<file path="src/rtl/light_sequencer.sv">
// light_sequencer: steps a writable multi-line pattern memory on a prescaled tick with run/pause/stop control.
module light_sequencer #(
  parameter int LINES    = 4,
  parameter int STEPS    = 60,
  parameter int STEP_W   = 6,
  parameter int PRESCALE = 1000000,
  parameter int PRE_W    = 20
) (
  input  logic              clk,
  input  logic              reset,
  input  logic              start,
  input  logic              stop,
  input  logic              pause,
  input  logic              loop_mode,
  input  logic              dir,
  input  logic              wr_en,
  input  logic [STEP_W-1:0] wr_addr,
  input  logic [LINES-1:0]  wr_data,
  output logic [LINES-1:0]  lines,
  output logic [STEP_W-1:0] step,
  output logic              busy,
  output logic              done
);
  typedef enum logic [1:0] {IDLE, RUN, PAUSE} state_t;
  localparam logic [STEP_W-1:0] LAST_STEP = STEP_W'(STEPS - 1);
  localparam logic [PRE_W-1:0]  LAST_PRE  = PRE_W'(PRESCALE - 1);
  state_t state, state_nx;
  logic [STEP_W-1:0] step_nx;
  logic [PRE_W-1:0] pre, pre_nx;
  logic done_nx, tick, at_end;
  // Sized to the full index range so step always indexes cleanly; slots at or above STEPS stay zero.
  logic [LINES-1:0] mem [2**STEP_W];
  always_ff @(posedge clk) begin
    if (reset) begin
      state <= IDLE;
      step  <= '0;
      pre   <= '0;
      done  <= 1'b0;
      for (int i = 0; i < 2**STEP_W; i++) mem[i] <= '0;
    end else begin
      state <= state_nx;
      step  <= step_nx;
      pre   <= pre_nx;
      done  <= done_nx;
      if (wr_en && wr_addr <= LAST_STEP) mem[wr_addr] <= wr_data;
    end
  end
  // The cycle that releases pause counts as a run cycle, so each paused cycle adds exactly one to the period.
  assign tick   = state != IDLE && !pause && pre == LAST_PRE;
  assign at_end = dir ? step == '0 : step == LAST_STEP;
  always_comb begin
    state_nx = state;
    step_nx  = step;
    pre_nx   = pre;
    done_nx  = 1'b0;
    if (stop) begin
      state_nx = IDLE;
      pre_nx   = '0;
    end else if (state == IDLE) begin
      if (start) begin
        state_nx = RUN;
        step_nx  = dir ? LAST_STEP : '0;
        pre_nx   = '0;
      end
    end else if (pause) begin
      state_nx = PAUSE;
    end else begin
      state_nx = RUN;
      pre_nx   = tick ? '0 : pre + 1'b1;
      if (tick && !at_end) step_nx = dir ? step - 1'b1 : step + 1'b1;
      else if (tick && loop_mode) step_nx = dir ? LAST_STEP : '0;
      else if (tick) begin
        state_nx = IDLE;
        done_nx  = 1'b1;
      end
    end
  end
  always_comb begin
    busy  = state != IDLE;
    lines = busy ? mem[step] : '0;
  end
endmodule

</file>
<file path="config.mk">
export PLATFORM = sky130hd
export DESIGN_NAME = light_sequencer
export DESIGN_NICKNAME = d
export VERILOG_FILES = /design/src/rtl/light_sequencer.sv
export SDC_FILE = /design/constraint.sdc
export NUM_CORES = 1
export LEC_CHECK = 0
export BUFFER_PORTS_ARGS = -buffer_cell sky130_fd_sc_hd__buf_4
export CORE_UTILIZATION = 63
export CTS_CLUSTER_SIZE = 25
export DETAILED_ROUTE_END_ITERATION = 10
export PLACE_DENSITY_LB_ADDON = 0.25
export SLEW_MARGIN = 20
export SYNTH_ARGS = -nofsm -noshare
export SYNTH_HDL_FRONTEND = slang
export SYNTH_SLANG_ARGS = --single-unit
</file>
<file path="constraint.sdc">
create_clock -name clk -period 3.8 [get_ports clk]
set_clock_uncertainty 0.05 [all_clocks]
set_input_delay 0.76 -clock clk [delete_from_list [all_inputs] [get_ports clk]]
set_output_delay 0.76 -clock clk [all_outputs]
set_load 0.02 [all_outputs]
</file>
# Word-level counts from Yosys, hierarchy flattened
# Memories as Yosys holds them, arrays and structs flattened. A register that Yosys moved wholly into a read port is not among the register bits.
# Index checks and enable logic that the tools add are counted.
# W data, S select, Z words.
classes:
  add_sub_neg: 3
  n_lt_le_gt_ge: 1
  eq_ne: 4
  n_mux: 30
  n_bitwise: 1
  n_reduce_logical: 16
ops:
  columns: ["cell", "n"]
  rows:
  - ["$mux W20", 4]
  - ["$mux W6", 10]
  - ["$add A20 B1 Y20 const B", 1]
  - ["$eq A20 B20 Y1 const B", 1]
  - ["$mux W1", 11]
  - ["$mux W4", 2]
  - ["$add A6 B1 Y6 const B", 1]
  - ["$eq A6 B6 Y1 const B", 1]
  - ["$le A6 B6 Y1 const B", 1]
  - ["$logic_not A6 Y1", 1]
  - ["$mux W2", 3]
  - ["$reduce_or A6 Y1", 1]
  - ["$sub A6 B1 Y6 const B", 1]
  - ["$logic_and A1 B1 Y1", 5]
  - ["$reduce_and A4 Y1", 1]
  - ["$reduce_or A4 Y1", 1]
  - ["$reduce_bool A3 Y1", 1]
  - ["$logic_not A1 Y1", 2]
  - ["$logic_not A2 Y1", 1]
  - ["$ne A2 B1 Y1 const B", 1]
  - ["$ne A2 B2 Y1 const B", 1]
  - ["$reduce_and A2 Y1", 1]
  - ["$reduce_bool A2 Y1", 1]
  - ["$reduce_or A2 Y1", 1]
  - ["$not A1 Y1", 1]
word_totals:
  reg_bits: 29
  ram_bits: 256
  input_bits: 18
  out_inout_bits: 12
  wordCells: 60
  n_memories: 1
mem_list:
  columns: ["name", "depth", "width", "read_ports", "rd_ports_with_merged_regs", "write_ports", "line", "source"]
  rows:
  - ["mem", 64, 4, 1, 1, 64, "32", "logic [LINES-1:0] mem [2**STEP_W];"]

# Longest topological paths before layout
# Gate-level depths: netlist of the first run.
depth:
  depth_word: 10
  depth_mapped: 8
  mapped_depth_nobuf: 8

# Worst setup path after synthesis of the first run
# Ideal clock, no wire load.
synth_timing:
  kind: "register to output"
  from: "register with a tool-made name"
  to: "output lines[0]"
  arrival_ns: 2.785
  t_required_ns: 2.990
  path_slack_ns: 0.205
  stages_incl_launch_ff: 9
  path_buffers: 4
  path_cell_list: "dfxtp_1 -> buf_2 -> buf_4 -> buf_2 -> buf_2 -> mux4_2 -> mux4_2 -> a22oi_1 -> o21ai_0"
synth_rtl:
  columns: ["item", "line", "source"]
  rows:
  - ["end, declared", "19", "output logic [LINES-1:0] lines,"]

==> reports/qor.yml, run 1 <==
routabilityCongestion: 0.840
antenna_found_initial: 0
fmaxAchievable_mhz: 266
die_h_um: 151
finalSetupViolations: 0
slew_violations: 0
synth_top_family_by_area: "simple AND/OR/NAND/NOR gates"
grt_pass1_wl_um: 48000
p_total_mw: 7.35
netlist-cell-type-count: 59
reg2reg_from: "pre[0]"
clk_pin_slew_ns: 0.06
async_flop_share_pct: 0
wire_per_inst_um: 23.8
synth_xor_area_share_pct: 0.125
die-area_sq_mm: 0.0229
num_antenna_cells: 0
drv_cap: 0
synth_edf_count: 256
die_width_um: 151
dp_hpwl_um: 18800
route.detailed.drc: 0
period_share_pct: 99.0
cts_root_buffer: "clkbuf_16"
cts_buffer_depth: 3
core_area_sq_mm: 0.0218
startpoint_type: "register"
placement_rows: 54
critical_path.max_fanout: 7
grt_remaining_overflow: 0
crit_path_end_kind: "primary output"
fin_cells: 1338
nets: 1059
finalWorstSetupSlack_ns: 0.0365
required_ns: 2.99
synth_area_leaders: "edfxtp_1 (55%), mux4_2 (12%), and3_1 (10%)"
grt_max_degree: 66
syn_inst: 1033
portBuffers: 29
place_inst: 1270
grt_pass1_vias: 8513
status: "finished clean"
grt_usage_pct: 28.4
yosys.area_share.simple_pct: 16.1
yosysWarnings: 0
synth_top_area_share_pct: 54.7
hold_viol_final: 0
cts-buffers-inserted: 29
p_leak_nw: 6.33
pin_count: 30
worstMarginPinSlew_ns: 0.963
start_util_pct: 64.4
cts_tree: "done"
syn_area_sq_mm: 0.0140
syn_avg_cell_area_sq_um: 13.6
grt_setup_unrepaired: "true"
finish.instance_area_sq_mm: 0.0158
ant_nets: 0
synth.largest_area_cell: "edfxtp_1"
regToRegSetupSlack_ns: 0.91
fillers: 1402
critPathArrivalTime_ns: 2.95
regToRegEndpoint: "pre[5]"
ys.flop_type: "edfxtp_1"
synthToLayoutAreaGrowth_pct: 12.3
wirelength_um: 31800
ff2ff_path_depth: 8
synth.area.mux_share_pct: 12.4
via_per_inst: 6.68
ctsHtreeMaxLevel: 1
synthTopCellsByCount: "edfxtp_1 (256), and3_1 (227), clkbuf_1 (102), mux4_2 (74), a21o_1 (59)"
multi_input_area_sq_mm: 0.00530
detail_route.first_pass.iterations: 5
synth_compound_gate_area_share_pct: 7.53
irDropWorstVdd_uv: 453
seq_area_frac_synth_pct: 59.7
initialDrtViolationCount: 771
endpoint: "lines[1]"
synth_seq_cells: 291
clkSinkCount: 291
route.vias.total: 8934
power.density_mw_per_mm2: 466
synth_fa_ha_area_share_pct: 0.588
worstSkewPairLatency_ns: 0.55
place_ws_ns: 0.366
regArea_sq_mm: 0.00839
worstSetupPathType: "reg2out"
worst_hold_slack_ns: 0.423
drive_gt1_share_pct: 22.3
synth_most_common_cell: "edfxtp_1"
maxSlewHeadroom_pct: 35.8
period_needed_ns: 3.76
hold_class: "in2reg"
placed_cell_area_sq_mm: 0.0145
==> final cells by class <==
class	instances	area share [%]
Tap cell	280	2.22
Clock buffer	44	5.70
Sequential cell	291	53.2
Clock inverter	10	0.833
Timing Repair Buffer	74	4.24
Inverter	9	0.214
Multi-Input combinational cell	630	33.6
==> metrics by stage <==
stage | utilization (%) | TNS, ns
after detailed placement | 66.5 | 0
after floorplan | - | 0
after global placement | 66.5 | 0
after global routing | 72.3 | -0.0519
final | 72.3 | 0
after CTS | 71.5 | -0.00647
==> timing repair <==
item,CTS,global route
hold buffers,0,0
gates resized for setup,2,22
setup endpoints to repair,4,3
buffers inserted,3,9
gates cloned,1,1
pin swaps,0,4
==> per-layer routing <==
layer	routed length (um)	global-route usage, %	vias to the layer above
met5	0	0	-
met4	981	10.4	0
met3	2460	4.79	70
met2	15800	46.2	405
met1	12600	38.9	4431
li1	-	-	4028
==> layout by cell type, fill, tap and decap left out, types with 4 or more instances in the layout <==
cell	n
a21o_1	59
clkbuf_8	5
nor3_1	16
o21ai_0	16
or3_1	5
mux4_2	74
nand3_1	9
inv_1	9
nor3b_2	5
a211oi_1	11
nand2_1	18
conb_1	16
edfxtp_1	256
mux2i_1	7
clkbuf_16	33
nand4_1	4
ha_1	5
and2_1	16
dfxtp_1	33
buf_6	4
a2111oi_0	4
and3_1	227
clkbuf_1	6
or2_2	6
nor2_2	5
buf_4	63
a21oi_1	25
a31oi_1	4
clkinv_2	5
nor2_1	26
nor2b_1	9
a311oi_1	5
==> flip-flops by register name, indices dropped and copies added, names as in the netlist, named ones only <==
name and count:
done 1, mem 256, state 2, pre 20
step 6
==> worst max-delay path: stages (launching register included) <==
cell and delay (ns):
dfxtp_4 0.47, buf_6 0.15, mux4_2 0.52, mux4_2 0.56, nor2b_2 0.17, a2111oi_2 0.07
a221o_1 0.33, buf_6 0.14
==> report_power, final <==
group / internal [mW] / switching, mW
Sequential: 3.63 / 0.0753
Clock: 1.84 / 1.19
Combinational: 0.269 / 0.351
==> cells by family after synthesis <==
family	Yosys count
DFF	291
muxes	81
adders and majority gates	6
AOI/OAI and AO/OA	148
and+or+nand+nor	377
other	1
buffers and inverters	127
xor gates and xnor gates	2
==> worst min path at each step <==
stage          cells past startpoint    start  endpoint  slack, ns
2_1_floorplan                      1  pre[18]   pre[18]       0.39
3_5_place_dp                       1  pre[18]   pre[18]       0.42
6_report                           2    pause  state[1]       0.42
4_1_cts                            2    pause  state[1]       0.41
3_3_place_gp                       1  pre[18]   pre[18]       0.41
5_1_grt                            2    pause  state[1]       0.43
No activity file was read; power rests on OpenSTA's default activity.
==> inputs of run 2 (changes only) <==
Settings changed: PLACE_DENSITY set to 0.88, PLACE_DENSITY_LB_ADDON 0.25 to unset.
==> run 2 against run 1 <==
The flow now finishes with violations (negative setup slack). Clock-buffer cell count down 5. Fmax down 1.0%. Sequential cell count unchanged. Sequential power about the same. Clock power down 6%. Critical path depth unchanged. Via count up 3.6%. Highest routed layer unchanged.
==> reports/qor.yml, run 2 (synthesis gave the netlist of run 1 again) <==
status: "finished, violations left"
violations: "negative setup slack"
p_leak_nw: 6.24  # -1.4%
route.met3.wl_um: 3550  # +45%
placement_rows: 54  # unchanged
reg.largest.list: "mem: 256 flops, pre: 20 flops, step: 6 flops"
path_depth: 7  # unchanged
start_util_pct: 64.4  # unchanged
worstSkewPairLatency_ns: 0.54  # about the same
detail_route.first_pass.iterations: 8  # +3
cts-buffers-inserted: 29  # unchanged
ant_nets: 0  # unchanged
worstMarginPinSlew_ns: 0.979  # +0.0160 ns
utilization_pct: 71.5  # -0.78 points
largest_reg_flops: 256  # unchanged
worst_hold_slack_ns: 0.426  # +0.00208 ns
path_buf_inv: 2  # unchanged
grt_pass1_vias: 8963  # +5.3%
num_antenna_cells: 0  # unchanged
routabilityCongestion: 0.840  # about the same
path_cells: "buf_16 > mux4_2 > nor2b_1 > a2111oi_0 > a2111oi_0 > a221o_1 > buf_4"
grt_remaining_overflow: 0  # unchanged
synthToLayoutAreaGrowth_pct: 11.1
crit_path_end_kind: "primary output"
p_total_mw: 7.17  # -2.4%
hold_viol_final: 0  # unchanged
antenna_found_initial: 0  # unchanged
maxSlewHeadroom_pct: 34.7  # -1.1 points
nets: 1050  # -0.85%
clk_pin_slew_ns: 0.06  # about the same
irDropWorstVdd_uv: 332  # -27%
drv_cap: 0  # unchanged
top_layer: "met4"
critical_path.max_fanout: 16  # +9
cp_top_family: "compound AO/OA/AOI/OAI gates"
period_needed_ns: 3.80  # +0.0397 ns
top_register: "mem"
cpMaxStageDelayCell: "mux4_2"
die-area_sq_mm: 0.0229  # unchanged
placed_cell_area_sq_mm: 0.0145  # +0.12%
ff2ff_path_depth: 7  # -1
cts_tree: "done"
slew_violations: 0  # unchanged
finalSetupViolations: 1  # +1
fmaxAchievable_mhz: 263  # -1.0%
pin_count: 30  # unchanged
die_width_um: 151  # unchanged
route.vias.total: 9260  # +3.6%
place_inst: 1269  # -0.079%
reg2reg_from: "pre[0]"
cts_root_buffer: "clkbuf_16"
hold_end: "state[1]"
fillers: 1301  # -7.2%
dp_hpwl_um: 19600  # +4.4%
startpoint_type: "register"
clkSinkCount: 291  # unchanged
fin_setup_tns_ns: -0.00314  # -0.00314 ns
place_ws_ns: 0.604  # +0.238 ns
final_cell_mix: "edfxtp_1 (256), and3_1 (227), mux4_2 (74)"
wl_met2_um: 16600  # +5.0%
final_common_cell: "edfxtp_1"
regToRegSetupSlack_ns: 0.77  # -0.14 ns
hold_class: "in2reg"
max_stage_delay_ns: 0.53  # -0.03 ns
grt_pass1_wl_um: 51300  # +6.9%
period_share_pct: 100  # +1.0 points
wirelength_um: 33400  # +4.8%
worstSetupPathType: "reg2out"
required_ns: 2.99  # about the same
critPathArrivalTime_ns: 2.99  # +0.04 ns
grt_usage_pct: 30.1  # +1.7 points
route.detailed.drc: 0  # unchanged
portBuffers: 29  # unchanged
power.density_mw_per_mm2: 460  # -1.3%
via_per_inst: 6.97  # +4.4%
drive_gt1_share_pct: 20.4  # -1.9 points
min_path_cells: 2  # unchanged
core_area_sq_mm: 0.0218  # unchanged
min_from: "pause"
cts_buffer_depth: 3  # unchanged
finish.instance_area_sq_mm: 0.0156  # -1.1%
wire_per_inst_um: 25.1  # +5.6%
ctsHtreeMaxLevel: 1  # unchanged
grt_max_degree: 65  # -1.5%
die_h_um: 151  # unchanged
initialDrtViolationCount: 1359  # +76%
finalWorstSetupSlack_ns: -0.00314  # -0.0397 ns
cts_hold_buf: 0  # unchanged
met1_length_um: 11900  # -5.4%
fin_cells: 1329  # -0.67%
cp_common_cell: "a2111oi_0"
-- run 2: cell types whose count changed in the layout (fill, tap and decap cells not counted), sizes merged --
cell      before  now
clkbuf        45   41
clkinv         5   11
buf           73   62
bufbuf         0    1
clkinvlp       1    0
-- run 2: cell type report --
| cell class | instances | area (sq um) | share of cell area (%) |
|---|---|---|---|
| clock buffer | 39 | 793 | 5.08 |
| timing repair buffer | 65 | 617 | 3.95 |
| sequential | 291 | 8390 | 53.8 |
| multi-input combinational | 630 | 5270 | 33.8 |
| tap | 280 | 350 | 2.25 |
| clock inverter | 15 | 146 | 0.938 |
| inverter | 9 | 33.8 | 0.216 |
-- run 2: worst reg2reg max path, cell delays in order, from the launching register on --
cell       delay (ns)
dfxtp_1          0.43
ha_1             0.22
nand3_1          0.20
or4_4            0.64
a211oi_4         0.34
nor2_1           0.19
a2111oi_0        0.60
a2111oi_0        0.19
-- run 2: worst max path at each step --
stage	start	end	slack [ns]
after global routing	register	lines[3]	-0.12
after CTS	register	lines[1]	0.05
final	register	lines[3]	-0.003
after global placement	register	lines[1]	0.64
after detailed placement	register	lines[2]	0.60
after floorplan	register	lines[0]	0.20
-- run 2: report_power, final --
group          internal [mW]  leakage, nW  switching [mW]
sequential              3.63         2.72          0.0763
combinational          0.261         3.06           0.360
clock                   1.66        0.463            1.19
total                   5.55         6.24            1.62
-- run 2: repair_timing --
item,CTS,global route
buffers inserted,0,3
resized for setup,1,5
endpoints found under the setup margin,1,3
endpoints found under the hold margin,0,0
cloned,1,2
-- run 2: layer usage --
metal,global-route usage [%],vias to the layer above
li1,-,4007
met1,40.3,4512
met2,49.2,634
met3,5.27,107
met4,12.2,0
met5,0,-
==> inputs of run 3 (changes only) <==
Settings changed: CORE_UTILIZATION 63 to 57, PLACE_DENSITY 0.88 to 0.84.
Clock period 3.8 ns to 3.4 ns, I/O delays scaled along.
==> run 3 against run 2 <==
The run still ends with negative setup slack left. Highest routed layer unchanged. Worst hold slack worse by 0.080 ns. Via count decreased by 0.67%. Largest cell class unchanged. Die area grew 10%. Critical endpoint is now lines[2]. Utilization down 6.1 points. Sequential cell count unchanged.
==> reports/qor.yml, run 3 (synthesis gave the netlist of run 1 again) <==
detail_route.first_pass.iterations: 6  # -2
placed_cell_area_sq_mm: 0.0146  # +0.47%
fmaxAchievable_mhz: 270
max_stage_delay_ns: 0.52  # about the same
startpoint_type: "register"
required_ns: 2.67  # -0.32 ns
worstSetupPathType: "reg2out"
min_from: "pause"
top_register: "mem"
grt_max_degree: 61  # -6.2%
grt_setup_unrepaired: "true"
cp_common_cell: "mux4_2"
critPathArrivalTime_ns: 2.98  # about the same
maxSlewHeadroom_pct: 29.2  # -5.6 points
period_needed_ns: 3.71
dp_hpwl_um: 19600  # about the same
min_path_cells: 2  # unchanged
clkSinkCount: 291  # unchanged
cts_tree: "done"
route.vias.total: 9198  # -0.67%
hold_viol_final: 0  # unchanged
path_buf_inv: 3  # +1
drive_gt1_share_pct: 22.2  # +1.8 points
cts_buffer_depth: 3  # unchanged
grt_remaining_overflow: 0  # unchanged
ff2ff_path_depth: 7  # unchanged
hold_class: "in2reg"
p_total_mw: 8.03  # +12%
pin_count: 30  # unchanged
clk_pin_slew_ns: 0.06  # about the same
power.density_mw_per_mm2: 506  # +10%
core_area_sq_mm: 0.0242  # +11%
cts_root_buffer: "clkbuf_16"
irDropWorstVdd_uv: 305  # -8.0%
fillers: 1607  # +24%
cts_hold_buf: 0  # unchanged
finalSetupViolations: 4  # +3
reg2reg_from: "pre[0]"
antenna_found_initial: 0  # unchanged
path_cells: "buf_12 > buf_16 > mux4_2 > mux4_2 > nor2b_1 > a2111oi_1 > a221o_1 > buf_6"
crit_path_end_kind: "primary output"
grt_usage_pct: 25.7  # -4.4 points
place_ws_ns: 0.169  # -0.435 ns
start_util_pct: 57.9  # -6.4 points
synthToLayoutAreaGrowth_pct: 13.0
fin_setup_tns_ns: -1.10  # -1.10 ns
ant_nets: 0  # unchanged
die_width_um: 159  # +5.1%
violations: "negative setup slack"
largest_reg_flops: 256  # unchanged
worstMarginPinSlew_ns: 1.06  # +0.0819 ns
ctsHtreeMaxLevel: 1  # unchanged
slew_violations: 0  # unchanged
finish.instance_area_sq_mm: 0.0159  # +1.7%
worst_hold_slack_ns: 0.346  # -0.0799 ns
die_h_um: 159  # +5.1%
reg.largest.list: "mem: 256 flops, pre: 20 flops, step: 6 flops"
cp_top_family: "multiplexers"
grt_pass1_wl_um: 49900  # -2.7%
route.detailed.drc: 0  # unchanged
portBuffers: 29  # unchanged
wire_per_inst_um: 24.0  # -4.3%
cpMaxStageDelayCell: "mux4_2"
hold_end: "state[1]"
regArea_sq_mm: 0.00839  # unchanged
critical_path.max_fanout: 7  # -9
regToRegSetupSlack_ns: 0.51  # -0.26 ns
p_leak_nw: 6.32  # +1.3%
period_share_pct: 109
worstSkewPairLatency_ns: 0.55  # about the same
wirelength_um: 33200  # -0.53%
routabilityCongestion: 0.876  # +4.3%
cts-buffers-inserted: 29  # unchanged
num_antenna_cells: 0  # unchanged
initialDrtViolationCount: 1283  # -5.6%
final_cell_mix: "edfxtp_1 (256), and3_1 (227), mux4_2 (74)"
nets: 1059  # +0.86%
multi_input_area_sq_mm: 0.00534  # +1.3%
finalWorstSetupSlack_ns: -0.310  # -0.307 ns
drv_cap: 0  # unchanged
via_per_inst: 6.66  # -4.4%
grt_pass1_vias: 8647  # -3.5%
final_common_cell: "edfxtp_1"
status: "finished, violations left"
placement_rows: 57  # +5.6%
die-area_sq_mm: 0.0253  # +10%
run 3: per-layer routing:
metal	vias up	part of all wire, %	GRT usage [%]
li1	4022	-	-
met1	4481	36	35.0
met2	600	49	41.7
met3	95	11	4.74
met4	0	3.9	9.48
met5	-	0	0
run 3: timing repair:
item                       in CTS  in global routing
gates cloned                    2                  3
setup buffers                   8                  2
resized for setup              23                  4
pin swaps                       3                  1
setup endpoints to repair       4                  4
run 3: power breakdown:
group | internal (mW) | switching, mW | leakage (nW)
Clock | 1.84 | 1.32 | 0.471
Combinational | 0.318 | 0.406 | 3.13
Sequential | 4.06 | 0.0958 | 2.72
Total | 6.22 | 1.82 | 6.32
run 3: area by class of cell:
cell class / count / share of cell area [%]
clock buffers: 38 / 5.17
clock inverters: 15 / 0.773
inverters: 9 / 0.213
multi-input cells: 630 / 33.6
flip-flops and latches: 291 / 52.9
well taps: 324 / 2.55
repair buffers: 74 / 4.78
run 3: worst max path at each step:
stage / startpoint / to / depth (start not counted)
floorplan: register / lines[0] / 8
global placement: register / lines[2] / 7
detailed placement: register / lines[2] / 7
CTS: register / lines[3] / 8
global route: register / lines[3] / 8
finish: register / lines[2] / 8
run 3: metrics by stage:
step	util [%]	cells
6_report	65.5	1381
5_1_grt	65.5	1381
4_1_cts	65.0	1376
3_5_place_dp	60.2	1313
3_3_place_gp	60.2	1313
2_1_floorplan	-	1048
